--- config.mk ---
export PLATFORM = sky130hd
export DESIGN_NAME = uart_tx_serializer
export DESIGN_NICKNAME = d
export VERILOG_FILES = /design/src/rtl/uart_pkg.sv /design/src/rtl/uart_tx_fifo.sv /design/src/rtl/uart_tx_serializer.sv
export SDC_FILE = /design/constraint.sdc
export NUM_CORES = 1
export LEC_CHECK = 0
export ABC_AREA = 1
export BUFFER_PORTS_ARGS = -buffer_cell sky130_fd_sc_hd__buf_2
export CAP_MARGIN = 20
export CORE_ASPECT_RATIO = 1.2
export CORE_MARGIN = 8
export CORE_UTILIZATION = 59
export DETAILED_ROUTE_END_ITERATION = 10
export GPL_TIMING_DRIVEN = 0
export PLACE_DENSITY_LB_ADDON = 0.1
export SYNTH_ARGS = -nofsm -noshare
export SYNTH_HDL_FRONTEND = slang
export SYNTH_HIERARCHICAL = 1
export SYNTH_SLANG_ARGS = --single-unit
--- constraint.sdc ---
create_clock -name clk -period 2.8 [get_ports clk]
set_input_delay 0.14 -clock clk [delete_from_list [all_inputs] [get_ports clk]]
set_output_delay 0.14 -clock clk [all_outputs]
set_load 0.01 [all_outputs]
--- src/rtl/uart_pkg.sv ---
// UART TX shared definitions: parity encodings, FSM states, frame-length limits.
// Pure definitions, no logic or latency.
// No flow control involved.
package uart_pkg;

  localparam int MIN_DATA_BITS = 5;

  localparam logic [1:0] PAR_NONE = 2'b00;
  localparam logic [1:0] PAR_ODD  = 2'b01;
  localparam logic [1:0] PAR_EVEN = 2'b10;

  typedef enum logic [2:0] {
    ST_IDLE,
    ST_START,
    ST_DATA,
    ST_PARITY,
    ST_STOP
  } tx_state_t;

  // Requested data length pulled into the legal range [MIN_DATA_BITS, max_bits].
  function automatic logic [3:0] clamp_len(input logic [3:0] req, input int max_bits);
    if (int'(req) < MIN_DATA_BITS) return 4'(MIN_DATA_BITS);
    if (int'(req) > max_bits) return 4'(max_bits);
    return req;
  endfunction

endpackage

--- src/rtl/uart_tx_fifo.sv ---
// Word buffer between the host stream and the TX framer (DATA_W x DEPTH).
// Latency: a pushed word is visible at pop_data one clk after the push edge.
// Backpressure: pushes while full are dropped (caller gates with !full); pops while empty ignored.
module uart_tx_fifo
  import uart_pkg::*;
#(
  parameter int DATA_W = 8,
  parameter int DEPTH  = 4,
  parameter int CNT_W  = $clog2(DEPTH) + 1
) (
  input  logic              clk,
  input  logic              rst,
  input  logic              push,
  input  logic [DATA_W-1:0] push_data,
  input  logic              pop,
  output logic [DATA_W-1:0] pop_data,
  output logic [CNT_W-1:0]  count,
  output logic              full,
  output logic              empty
);

  localparam int PTR_W = $clog2(DEPTH);

  logic [DATA_W-1:0] mem [DEPTH];
  logic [PTR_W-1:0]  wr_ptr;
  logic [PTR_W-1:0]  rd_ptr;
  logic              do_push;
  logic              do_pop;

  assign full     = (count == CNT_W'(DEPTH));
  assign empty    = (count == '0);
  assign do_push  = push && !full;
  assign do_pop   = pop && !empty;
  assign pop_data = mem[rd_ptr];

  // Storage array; contents need no reset since the pointers define validity.
  always_ff @(posedge clk) begin
    if (do_push) mem[wr_ptr] <= push_data;
  end

  // Pointer and occupancy tracking; simultaneous push and pop keep the count.
  always_ff @(posedge clk or posedge rst) begin
    if (rst) begin
      wr_ptr <= '0;
      rd_ptr <= '0;
      count  <= '0;
    end else begin
      if (do_push) wr_ptr <= wr_ptr + 1'b1;
      if (do_pop)  rd_ptr <= rd_ptr + 1'b1;
      case ({do_push, do_pop})
        2'b10:   count <= count + 1'b1;
        2'b01:   count <= count - 1'b1;
        default: count <= count;
      endcase
    end
  end

endmodule

--- src/rtl/uart_tx_serializer.sv ---
// UART TX serializer: buffers words and shifts out start/data/parity/stop frames on tx.
// Latency: first start bit appears on the first baud_tick after a word reaches the FIFO.
// Backpressure: s_ready = !fifo_full; back-to-back frames leave no idle bit while words remain.
module uart_tx_serializer
  import uart_pkg::*;
#(
  parameter int DATA_W = 8,
  parameter int DEPTH  = 4,
  parameter int CNT_W  = $clog2(DEPTH) + 1
) (
  input  logic              clk,
  input  logic              rst,
  input  logic              baud_tick,
  input  logic [DATA_W-1:0] s_data,
  input  logic              s_valid,
  output logic              s_ready,
  input  logic [3:0]        data_len,
  input  logic [1:0]        parity_type,
  input  logic              stop_bits,
  output logic              tx,
  output logic              parity_out,
  output logic              tx_active,
  output logic              tx_done,
  output logic [CNT_W-1:0]  fifo_count,
  output logic              fifo_full,
  output logic              fifo_empty
);

  tx_state_t         state;
  logic [DATA_W-1:0] shift_reg;
  logic [3:0]        bit_cnt;
  logic [3:0]        len_q;
  logic              par_en_q;
  logic              par_bit_q;
  logic              stop2_q;
  logic              stop_cnt;

  logic [DATA_W-1:0] head;
  logic [3:0]        cfg_len;
  logic              head_xor;
  logic              new_par_bit;
  logic              new_par_en;
  logic              final_stop;
  logic              load;

  assign s_ready = !fifo_full;

  uart_tx_fifo #(
    .DATA_W (DATA_W),
    .DEPTH  (DEPTH),
    .CNT_W  (CNT_W)
  ) u_fifo (
    .clk       (clk),
    .rst       (rst),
    .push      (s_valid),
    .push_data (s_data),
    .pop       (load),
    .pop_data  (head),
    .count     (fifo_count),
    .full      (fifo_full),
    .empty     (fifo_empty)
  );

  assign cfg_len     = clamp_len(data_len, DATA_W);
  assign new_par_en  = (parity_type == PAR_ODD) || (parity_type == PAR_EVEN);
  assign new_par_bit = (parity_type == PAR_ODD) ? ~head_xor : head_xor;
  assign final_stop  = (stop_cnt == stop2_q);

  // A new frame starts from idle, or directly out of the last stop bit when words remain.
  assign load = baud_tick && !fifo_empty &&
                ((state == ST_IDLE) || ((state == ST_STOP) && final_stop));

  // XOR over only the data bits that will actually be sent.
  always_comb begin
    head_xor = 1'b0;
    for (int i = 0; i < DATA_W; i++) begin
      if (i < int'(cfg_len)) head_xor = head_xor ^ head[i];
    end
  end

  // Frame FSM with registered line outputs; every state change is gated by baud_tick.
  always_ff @(posedge clk or posedge rst) begin
    if (rst) begin
      state      <= ST_IDLE;
      shift_reg  <= '0;
      bit_cnt    <= '0;
      len_q      <= 4'(MIN_DATA_BITS);
      par_en_q   <= 1'b0;
      par_bit_q  <= 1'b0;
      stop2_q    <= 1'b0;
      stop_cnt   <= 1'b0;
      tx         <= 1'b1;
      tx_active  <= 1'b0;
      tx_done    <= 1'b0;
      parity_out <= 1'b0;
    end else begin
      tx_done <= 1'b0;
      if (baud_tick) begin
        if (state == ST_STOP && final_stop) tx_done <= 1'b1;
        if (load) begin
          // Latch the whole frame configuration so mid-frame input changes wait a frame.
          shift_reg  <= head;
          len_q      <= cfg_len;
          par_en_q   <= new_par_en;
          par_bit_q  <= new_par_bit;
          parity_out <= new_par_bit;
          stop2_q    <= stop_bits;
          stop_cnt   <= 1'b0;
          bit_cnt    <= '0;
          tx         <= 1'b0;
          tx_active  <= 1'b1;
          state      <= ST_START;
        end else begin
          case (state)
            ST_IDLE: begin
              tx <= 1'b1;
            end
            ST_START: begin
              tx        <= shift_reg[0];
              shift_reg <= shift_reg >> 1;
              bit_cnt   <= 4'd1;
              state     <= ST_DATA;
            end
            ST_DATA: begin
              if (bit_cnt == len_q) begin
                if (par_en_q) begin
                  tx    <= par_bit_q;
                  state <= ST_PARITY;
                end else begin
                  tx       <= 1'b1;
                  stop_cnt <= 1'b0;
                  state    <= ST_STOP;
                end
              end else begin
                tx        <= shift_reg[0];
                shift_reg <= shift_reg >> 1;
                bit_cnt   <= bit_cnt + 4'd1;
              end
            end
            ST_PARITY: begin
              tx       <= 1'b1;
              stop_cnt <= 1'b0;
              state    <= ST_STOP;
            end
            ST_STOP: begin
              if (final_stop) begin
                tx        <= 1'b1;
                tx_active <= 1'b0;
                state     <= ST_IDLE;
              end else begin
                stop_cnt <= 1'b1;
              end
            end
            default: begin
              tx        <= 1'b1;
              tx_active <= 1'b0;
              state     <= ST_IDLE;
            end
          endcase
        end
      end
    end
  end

endmodule

==> flow_summary.json, run 1 <==
{
  "reg2reg_from": "u_fifo/count[2]",
  "gp_congestion": 0.779,
  "ys_top_cells_by_area": "edfxtp_1 (28%), dfrtp_1 (22%), nand2_1 (15%), inv_1 (7.6%), nand3_1 (5.2%)",
  "clockBufferDepth": 2,
  "utilization_pct": 69.7,
  "grt_util_all_layers_pct": 17.4,
  "syn_inst": 398,
  "final_common_cell": "nand2_1",
  "final_antenna_net_count": 0,
  "finalSetupViolCount": 0,
  "p_total_uw": 4300,
  "endpoint_kind": "flop",
  "r2r_setup_slack_ns": 0.26,
  "rr_worst_depth": 16,
  "timing.fmax_mhz": 393,
  "initial_core_util_pct": 60.4,
  "cts_resized": 0,
  "synth_nets": 425,
  "fin_skew_ns": 0.00915,
  "drtIter0Drc": 113,
  "grt_setup_unrepaired": "no",
  "row_count": 30,
  "cap_violations": 0,
  "largest_register_ffs": 32,
  "tns_ns": 0,
  "status": "complete, no violations",
  "place_ws_ns": 0.294,
  "drive_gt1_share_pct": 15.4,
  "clk_pin_slew_worst_paths_ns": 0.08,
  "synth_top_area_share_pct": 28.5,
  "num_vias": 2630,
  "coreArea_um2": 5590,
  "holdCritPathClass": "primary input to flop",
  "hpwl_um": 4790,
  "slew_viol_final": 0,
  "antenna_found_initial": 0,
  "vias_per_cell": 5.14,
  "first_pass_iters": 4,
  "fin_crit_sh_pct": 90.8,
  "cts_buffers": 9,
  "timing.rr.end": "u_fifo/count[2]",
  "critPathArrivalTime_ns": 2.78,
  "diodes": 0,
  "slew_headroom_pct": 45.6,
  "final_cell_mix": "nand2_1 (139), inv_1 (68), nand3_1 (35)",
  "fin_area_um2": 3900,
  "worstPathMaxFanout": 12,
  "power.density_nw_per_um2": 1100,
  "clock-root-buffer": "clkbuf_8",
  "place_area_um2": 3600,
  "grt_first_pass_wirelength_um": 11400,
  "die_x_um": 85.1,
  "cts_hold_buffers": 4,
  "drcViolationCount": 0,
  "grt_max_degree": 27,
  "min_to": "u_fifo/mem[0][3]",
  "seq_area_frac_synth_pct": 53.0,
  "tightest_slew_ns": 0.813,
  "area_delta_synth_final_pct": 15.5,
  "fin_crit_ns": 2.54,
  "wl_per_cell_um": 13.1,
  "min_from": "s_data[3]",
  "die_h_um": 98.9,
  "postCtsSetupRepairBufs": 0,
  "grt_pass1_vias": 2617,
  "clk_latency_ns": 0.34,
  "synth_cell_types": 28,
  "crit_type": "flop to flop",
  "tritoncts": "yes",
  "start_kind": "flop",
  "ios": 29,
  "holdPathStages": 1,
  "worst_slack_ns": 0.258,
  "netlist_area_um2": 3380,
  "synth.avg_cell_area_um2": 8.48,
  "layout.nets": 470,
  "dieArea_um2": 8410,
  "hold_viol": 0,
  "required_ns": 3.04,
  "ys_seq_elements": 65,
  "clock_sinks": 65,
  "drt-total-wl_um": 6680,
  "yosys_warnings": 6,
  "portBuffers": 28,
  "max-vdd-ir-drop_mv": 0.607,
  "synth_area_leader_cell": "edfxtp_1",
  "cts_max_level": 3,
  "grt_remaining_overflow": 0,
  "p_leak_uw": 0.00201
}
## cell type report
class                   count  area (um^2)
clock buffers               9          124
fillers                   452         1690
multi-input cells         253         1230
well taps                  64         80.1
clock inverters             7          100
plain buffers               9         85.1
inverters                  71          267
repair buffers             34          218
flip-flops and latches     65         1790
## cells by family (layout without fill, tap and decap cells)
family / Yosys count / after routing / share of synthesized area [%]
AOI/OAI and AO/OA: 32 / 32 / 6.04
adders and majority gates: 8 / 8 / 3.19
DFF: 65 / 65 / 53.0
xor gates and xnor gates: 3 / 3 / 0.778
and+or+nand+nor: 210 / 210 / 26.6
buffers and inverters: 80 / 130 / 10.4
## worst max path at each step
stage,end,slack (ns),from
CTS,u_fifo/count[2],0.27,u_fifo/count[0]
floorplan,u_fifo/count[2],0.52,u_fifo/count[0]
global placement,u_fifo/count[2],0.36,u_fifo/count[2]
finish,u_fifo/count[2],0.26,u_fifo/count[2]
global route,u_fifo/count[2],0.02,u_fifo/count[2]
detailed placement,u_fifo/count[2],0.29,u_fifo/count[0]
## synth_stat cells
cell and count:
xor2_1 1, buf_4 3, nand2_4 2, xnor2_1 2
inv_2 3, edfxtp_1 32, o21bai_1 1, nand3b_1 1
o211ai_1 16, fa_1 1, a21oi_1 2, nor2_2 1
nor2_4 1, inv_1 68, clkbuf_8 1, o22ai_1 1
nor2_1 21, nand4_1 4, o21ai_0 12, nand3_2 3
ha_1 7, dfstp_2 3, nand2_2 3, buf_6 4
dfrtp_1 30, clkbuf_1 1, nand3_1 35, nand2_1 139
## power breakdown
group | switching (uW) | leakage [uW] | internal (uW)
combinational | 1240 | 0.00119 | 688
sequential | 161 | 0.000705 | 1320
clock | 374 | 0.000115 | 510
## routing by layer
metal	routed length, um	global-route usage [%]	vias to the layer above
met1	2750	17.3	1213
li1	-	-	1347
met5	0	0	-
met2	3500	31.3	55
met4	170	12.0	0
met3	262	3.83	15
## stage by stage
step | cells | hold WS [ns]
after floorplan | 398 | -0.0566
after global placement | 490 | 0.0896
after detailed placement | 490 | 0.0944
after CTS | 510 | 0.00144
after global routing | 512 | 0.00359
final | 512 | 0.0139
## critical path: stages, from the launching register on
cell,delay [ns]
dfrtp_1,0.41
inv_1,0.09
nand3_2,0.13
inv_1,0.14
nor2_4,0.26
nand2_4,0.11
inv_1,0.10
buf_6,0.16
nand2_1,0.08
inv_1,0.06
ha_1,0.15
inv_1,0.06
fa_1,0.38
nand2_1,0.10
nand3_1,0.08
nand2_1,0.07
nand2_1,0.05
Note: power is estimated with default switching activity, not from simulation.
==> inputs of run 2 (changes only) <==
CORE_UTILIZATION = 54   (was 59)
clock period = 2.14 ns   (was 2.8 ns; I/O delays follow)
==> run 2 against run 1 <==
First-iteration DRC count decreased by 6.2%; routed wire length increased by 2.3%; combinational power up 50%; worst hold slack improved by 0.030 ns; clock skew grew 0.0025 ns; cell count up 7.0%; sequential share of layout area down 2.5 points; global-route usage is 0.99 points lower; sequential power rose by 32%; worst setup slack worse by 0.21 ns; clock-buffer cell count unchanged.
==> flow_summary.json, run 2 (synthesis results as in run 1) <==
{
  "first_pass_iters": 4,
  "die_h_um": 103,
  "timing.fmax_mhz": 477,
  "gp_congestion": 0.858,
  "clk_latency_ns": 0.33,
  "grt_util_all_layers_pct": 16.4,
  "timing.rr.end": "u_fifo/count[2]",
  "hpwl_um": 4790,
  "multi_input_area_um2": 1290,
  "ios": 29,
  "fin_crit_sh_pct": 97.9,
  "final_antenna_net_count": 0,
  "endpoint_kind": "flop",
  "place_area_um2": 3630,
  "grt_pass1_vias": 2616,
  "vias_per_cell": 4.90,
  "r2r_setup_slack_ns": 0.05,
  "cp_slowest_stage_delay_ns": 0.40,
  "largest_register_ffs": 32,
  "portBuffers": 28,
  "slew_headroom_pct": 47.9,
  "rr_worst_depth": 16,
  "initial_core_util_pct": 55.8,
  "clock-root-buffer": "clkbuf_8",
  "cp.buffers_inverters": 6,
  "cap_violations": 0,
  "coreArea_um2": 6050,
  "hold_viol": 0,
  "drive_gt1_share_pct": 20.4,
  "hold_ws_ns": 0.0440,
  "fin_skew_ns": 0.0117,
  "worst_slack_ns": 0.0453,
  "slowest_stage": "dfrtp_1",
  "tightest_slew_ns": 0.778,
  "min_to": "len_q[0]",
  "fin_crit_ns": 2.09,
  "drt-total-wl_um": 6840,
  "grt_remaining_overflow": 0,
  "cts_buffers": 9,
  "critPathArrivalTime_ns": 2.32,
  "reg2reg_from": "state[1]",
  "holdCritPathClass": "primary input to flop",
  "fin_area_um2": 4120,
  "worstPathMaxFanout": 4,
  "finalSetupViolCount": 0,
  "min_from": "data_len[0]",
  "p_leak_uw": 0.00208,
  "crit_type": "flop to flop",
  "cp_top_family": "simple AND/OR/NAND/NOR gates",
  "grt_max_degree": 27,
  "max-vdd-ir-drop_mv": 0.728,
  "tritoncts": "yes",
  "drtIter0Drc": 106,
  "holdPathStages": 3,
  "antenna_found_initial": 0,
  "layout.nets": 488,
  "final_cell_mix": "nand2_1 (134), inv_1 (60), nand3_1 (35)",
  "row_count": 31,
  "path_cells": "inv_2 -> buf_4 -> nand3_1 -> nand2_4 -> nand2_8 -> inv_4 -> buf_8 -> nand2_4 -> inv_2 -> ha_4 -> inv_4 -> fa_2 -> nand2_2 -> nand3_1 -> nand2_1 -> nand2_1",
  "num_vias": 2683,
  "die_x_um": 88.2,
  "nFillCells": 499,
  "wl_per_cell_um": 12.5,
  "seq_area_um2": 1790,
  "area_delta_synth_final_pct": 22.1,
  "diodes": 0,
  "cts_max_level": 3,
  "dieArea_um2": 9050,
  "status": "complete, no violations",
  "p_total_uw": 5930,
  "grt_first_pass_wirelength_um": 11600,
  "start_kind": "flop",
  "place_ws_ns": -0.198,
  "power.density_nw_per_um2": 1440,
  "clock_sinks": 65,
  "clockBufferDepth": 2,
  "slew_viol_final": 0,
  "required_ns": 2.37,
  "clk_pin_slew_worst_paths_ns": 0.08,
  "drcViolationCount": 0,
  "final_common_cell": "nand2_1"
}
## run 2: changes by cell type in the layout (fill, tap and decap cells not counted), sizes merged
cell	delta
inv	-3
clkinvlp	+1
buf	+13
dlygate4sd3	+5
clkinv	+2
## run 2: worst max-delay path by stage
| stage | slack (ns) | end | depth (start not counted) | start |
|---|---|---|---|---|
| after floorplan | 0.02 | u_fifo/count[1] | 13 | u_fifo/count[0] |
| after global placement | -0.15 | u_fifo/count[2] | 17 | state[1] |
| after detailed placement | -0.20 | u_fifo/count[2] | 17 | state[1] |
| after CTS | 0.02 | u_fifo/count[1] | 13 | u_fifo/count[0] |
| after global routing | -0.05 | u_fifo/count[2] | 16 | state[1] |
| final | 0.05 | u_fifo/count[2] | 16 | state[1] |
## run 2: layer usage
metal  GRT usage, %  vias to the layer above  part of all wire [%]
met5              0                        -                     0
met4           7.95                        0                   1.3
met3           3.03                        7                   3.0
met2           29.5                       46                    53
met1           18.0                     1242                    42
li1               -                     1388                     -
## run 2: tightest hold or removal path: stages
cell and delay [ns]:
buf_2 0.09, o21ai_0 0.07, o21ai_0 0.07
## run 2: what timing repair did
action / 4_1_cts / 5_1_grt
setup endpoints to repair: 2 / 2
resized for setup: 4 / 15
hold buffers: 10 / 0
pin swaps: 3 / 9
hold endpoints to repair: 40 / 0
setup buffers: 7 / 6
## run 2: through the flow
step                util, %  TNS [ns]  instances
detailed placement     60.0    -0.385        508
finish                 68.2         0        548
global placement       60.0    -0.289        508
CTS                    66.2         0        541
global route           68.2   -0.0500        548
floorplan                 -         0        398
## run 2: area by class of cell
cell class | instances | share of cell area [%]
plain buffers | 9 | 2.15
flip-flops and latches | 65 | 43.4
multi-input cells | 253 | 31.4
repair buffers | 52 | 8.86
inverters | 71 | 6.64
clock buffers | 9 | 3.00
well taps | 82 | 2.49
clock inverters | 7 | 2.06
## run 2: report_power, final
| part | internal, uW | switching, uW |
|---|---|---|
| registers | 1730 | 217 |
| clock network | 643 | 451 |
| logic | 1120 | 1760 |
| total | 3500 | 2430 |
==> inputs of run 3 (changes only) <==
GPL_TIMING_DRIVEN = not set   (was 0)
==> run 3 against run 2 <==
Via count fell by 0.48%; first-iteration DRC count up 35%; global-route usage grew 0.17 points; clock skew shrank 0.0021 ns; sequential power is essentially flat; worst setup slack better by 0.086 ns; die area did not move; critical path depth is the same; critical path type unchanged; highest routed layer unchanged.
==> flow_summary.json, run 3 (synthesis results as in run 1) <==
{
  "first_pass_iters": 4,
  "clock-root-buffer": "clkbuf_8",
  "drt-total-wl_um": 6800,
  "crit_type": "flop to flop",
  "coreArea_um2": 6050,
  "worstPathMaxFanout": 3,
  "rr_worst_depth": 16,
  "drive_gt1_share_pct": 17.3,
  "grt_util_all_layers_pct": 16.6,
  "cts_buffers": 9,
  "grt_max_degree": 34,
  "crit_top_cell": "nand2_1",
  "grt_remaining_overflow": 0,
  "drtIter0Drc": 143,
  "slew_viol_final": 0,
  "layout.nets": 478,
  "die_h_um": 103,
  "die_x_um": 88.2,
  "slowest_stage": "dfrtp_1",
  "grt_first_pass_wirelength_um": 11400,
  "power.density_nw_per_um2": 1420,
  "tightest_slew_ns": 0.412,
  "critPathArrivalTime_ns": 2.24,
  "cp.depth": 16,
  "initial_core_util_pct": 55.8,
  "drcViolationCount": 0,
  "timing.fmax_mhz": 498,
  "gp_congestion": 0.851,
  "clk_pin_slew_worst_paths_ns": 0.08,
  "p_total_uw": 5660,
  "ios": 29,
  "path_cells": "inv_2 -> nand2_1 -> nor2_2 -> nand2_2 -> nand2_4 -> nand2_4 -> inv_2 -> nand2_1 -> inv_1 -> ha_1 -> inv_1 -> fa_2 -> nand2_1 -> nand3_1 -> nand2_1 -> nand2_1",
  "instances_no_fill": 538,
  "max-vdd-ir-drop_mv": 0.864,
  "slew_headroom_pct": 72.5,
  "row_count": 31,
  "final_common_cell": "nand2_1",
  "num_vias": 2670,
  "fin_crit_ns": 2.01,
  "tns_ns": 0,
  "clk_latency_ns": 0.34,
  "hpwl_um": 4760,
  "largest_register_ffs": 32,
  "diodes": 0,
  "tritoncts": "yes",
  "final_cell_mix": "nand2_1 (138), inv_1 (64), nand3_1 (35)",
  "post-place-cells": 509,
  "fin_area_um2": 3980,
  "vias_per_cell": 4.96,
  "status": "complete, no violations",
  "cap_violations": 0,
  "hold_ws_ns": 0.0555,
  "wl_per_cell_um": 12.6,
  "cp_slowest_stage_delay_ns": 0.39,
  "clockBufferDepth": 2,
  "nFillCells": 521,
  "area_delta_synth_final_pct": 17.8,
  "start_kind": "flop",
  "final_antenna_net_count": 0,
  "cp_top_family": "simple AND/OR/NAND/NOR gates",
  "grt_pass1_vias": 2592,
  "holdCritPathClass": "primary input to flop",
  "endpoint_kind": "flop",
  "fin_crit_sh_pct": 93.9,
  "antenna_found_initial": 0,
  "holdPathStages": 3,
  "finalSetupViolCount": 0,
  "grt_setup_unrepaired": "yes",
  "place_area_um2": 3620,
  "cp.buffers_inverters": 4,
  "clock_sinks": 65,
  "portBuffers": 28,
  "required_ns": 2.37,
  "p_leak_uw": 0.00203,
  "fin_skew_ns": 0.00956,
  "hold_viol": 0,
  "cts_max_level": 3,
  "dieArea_um2": 9050
}
[run 3: worst paths after layout]
| kind | start | endpoint | slack [ns] |
|---|---|---|---|
| max | state[1] | u_fifo/count[2] | 0.13 |
| min | s_valid | u_fifo/wr_ptr[1] | 0.06 |
| max reg2reg | state[1] | u_fifo/count[2] | 0.13 |
| min reg2reg | tx | tx | 0.47 |
| max in group asynchronous | rst | tx | 1.45 |
| min in group asynchronous | rst | u_fifo/count[1] | 0.25 |
[run 3: where the power goes]
part | internal, uW | switching (uW)
logic | 896 | 1610
clock network | 668 | 512
registers | 1730 | 249
total | 3290 | 2370
[run 3: worst reg2reg max path, stage by stage (launching register included)]
cell and delay, ns:
dfrtp_1 0.39, inv_2 0.07, nand2_1 0.06, nor2_2 0.14, nand2_2 0.09, nand2_4 0.09, nand2_4 0.05, inv_2 0.05
nand2_1 0.06, inv_1 0.06, ha_1 0.15, inv_1 0.08, fa_2 0.35, nand2_1 0.10, nand3_1 0.08, nand2_1 0.06
nand2_1 0.04
[run 3: repair_timing]
| item | 4_1_cts | 5_1_grt |
|---|---|---|
| gates resized for setup | 0 | 4 |
| hold buffers | 10 | 0 |
| endpoints found under the setup margin | 0 | 3 |
| buffers inserted | 0 | 3 |
| hold endpoints to repair | 63 | 0 |
[run 3: layer usage]
layer	up-vias	GRT usage, %	wire length [um]
met5	-	0	0
met4	0	8.34	144
met3	16	3.83	272
met2	51	30.1	3500
met1	1236	17.3	2890
li1	1367	-	-
[run 3: cell type report]
type	instances	area [um^2]	area share (%)
Multi-Input combinational cell	253	1250	31.5
Clock buffer	9	124	3.11
Clock inverter	7	103	2.58
Sequential cell	65	1790	45.0
Inverter	71	269	6.76
Timing Repair Buffer	51	338	8.49
Tap cell	82	103	2.58
[run 3: per-stage QoR]
stage / setup slack, ns / utilization, %
after global routing: -0.0561 / 65.8
after detailed placement: 0.106 / 59.8
after floorplan: 0.0190 / -
after CTS: 0.0832 / 65.2
after global placement: 0.193 / 59.8
final: 0.131 / 65.8
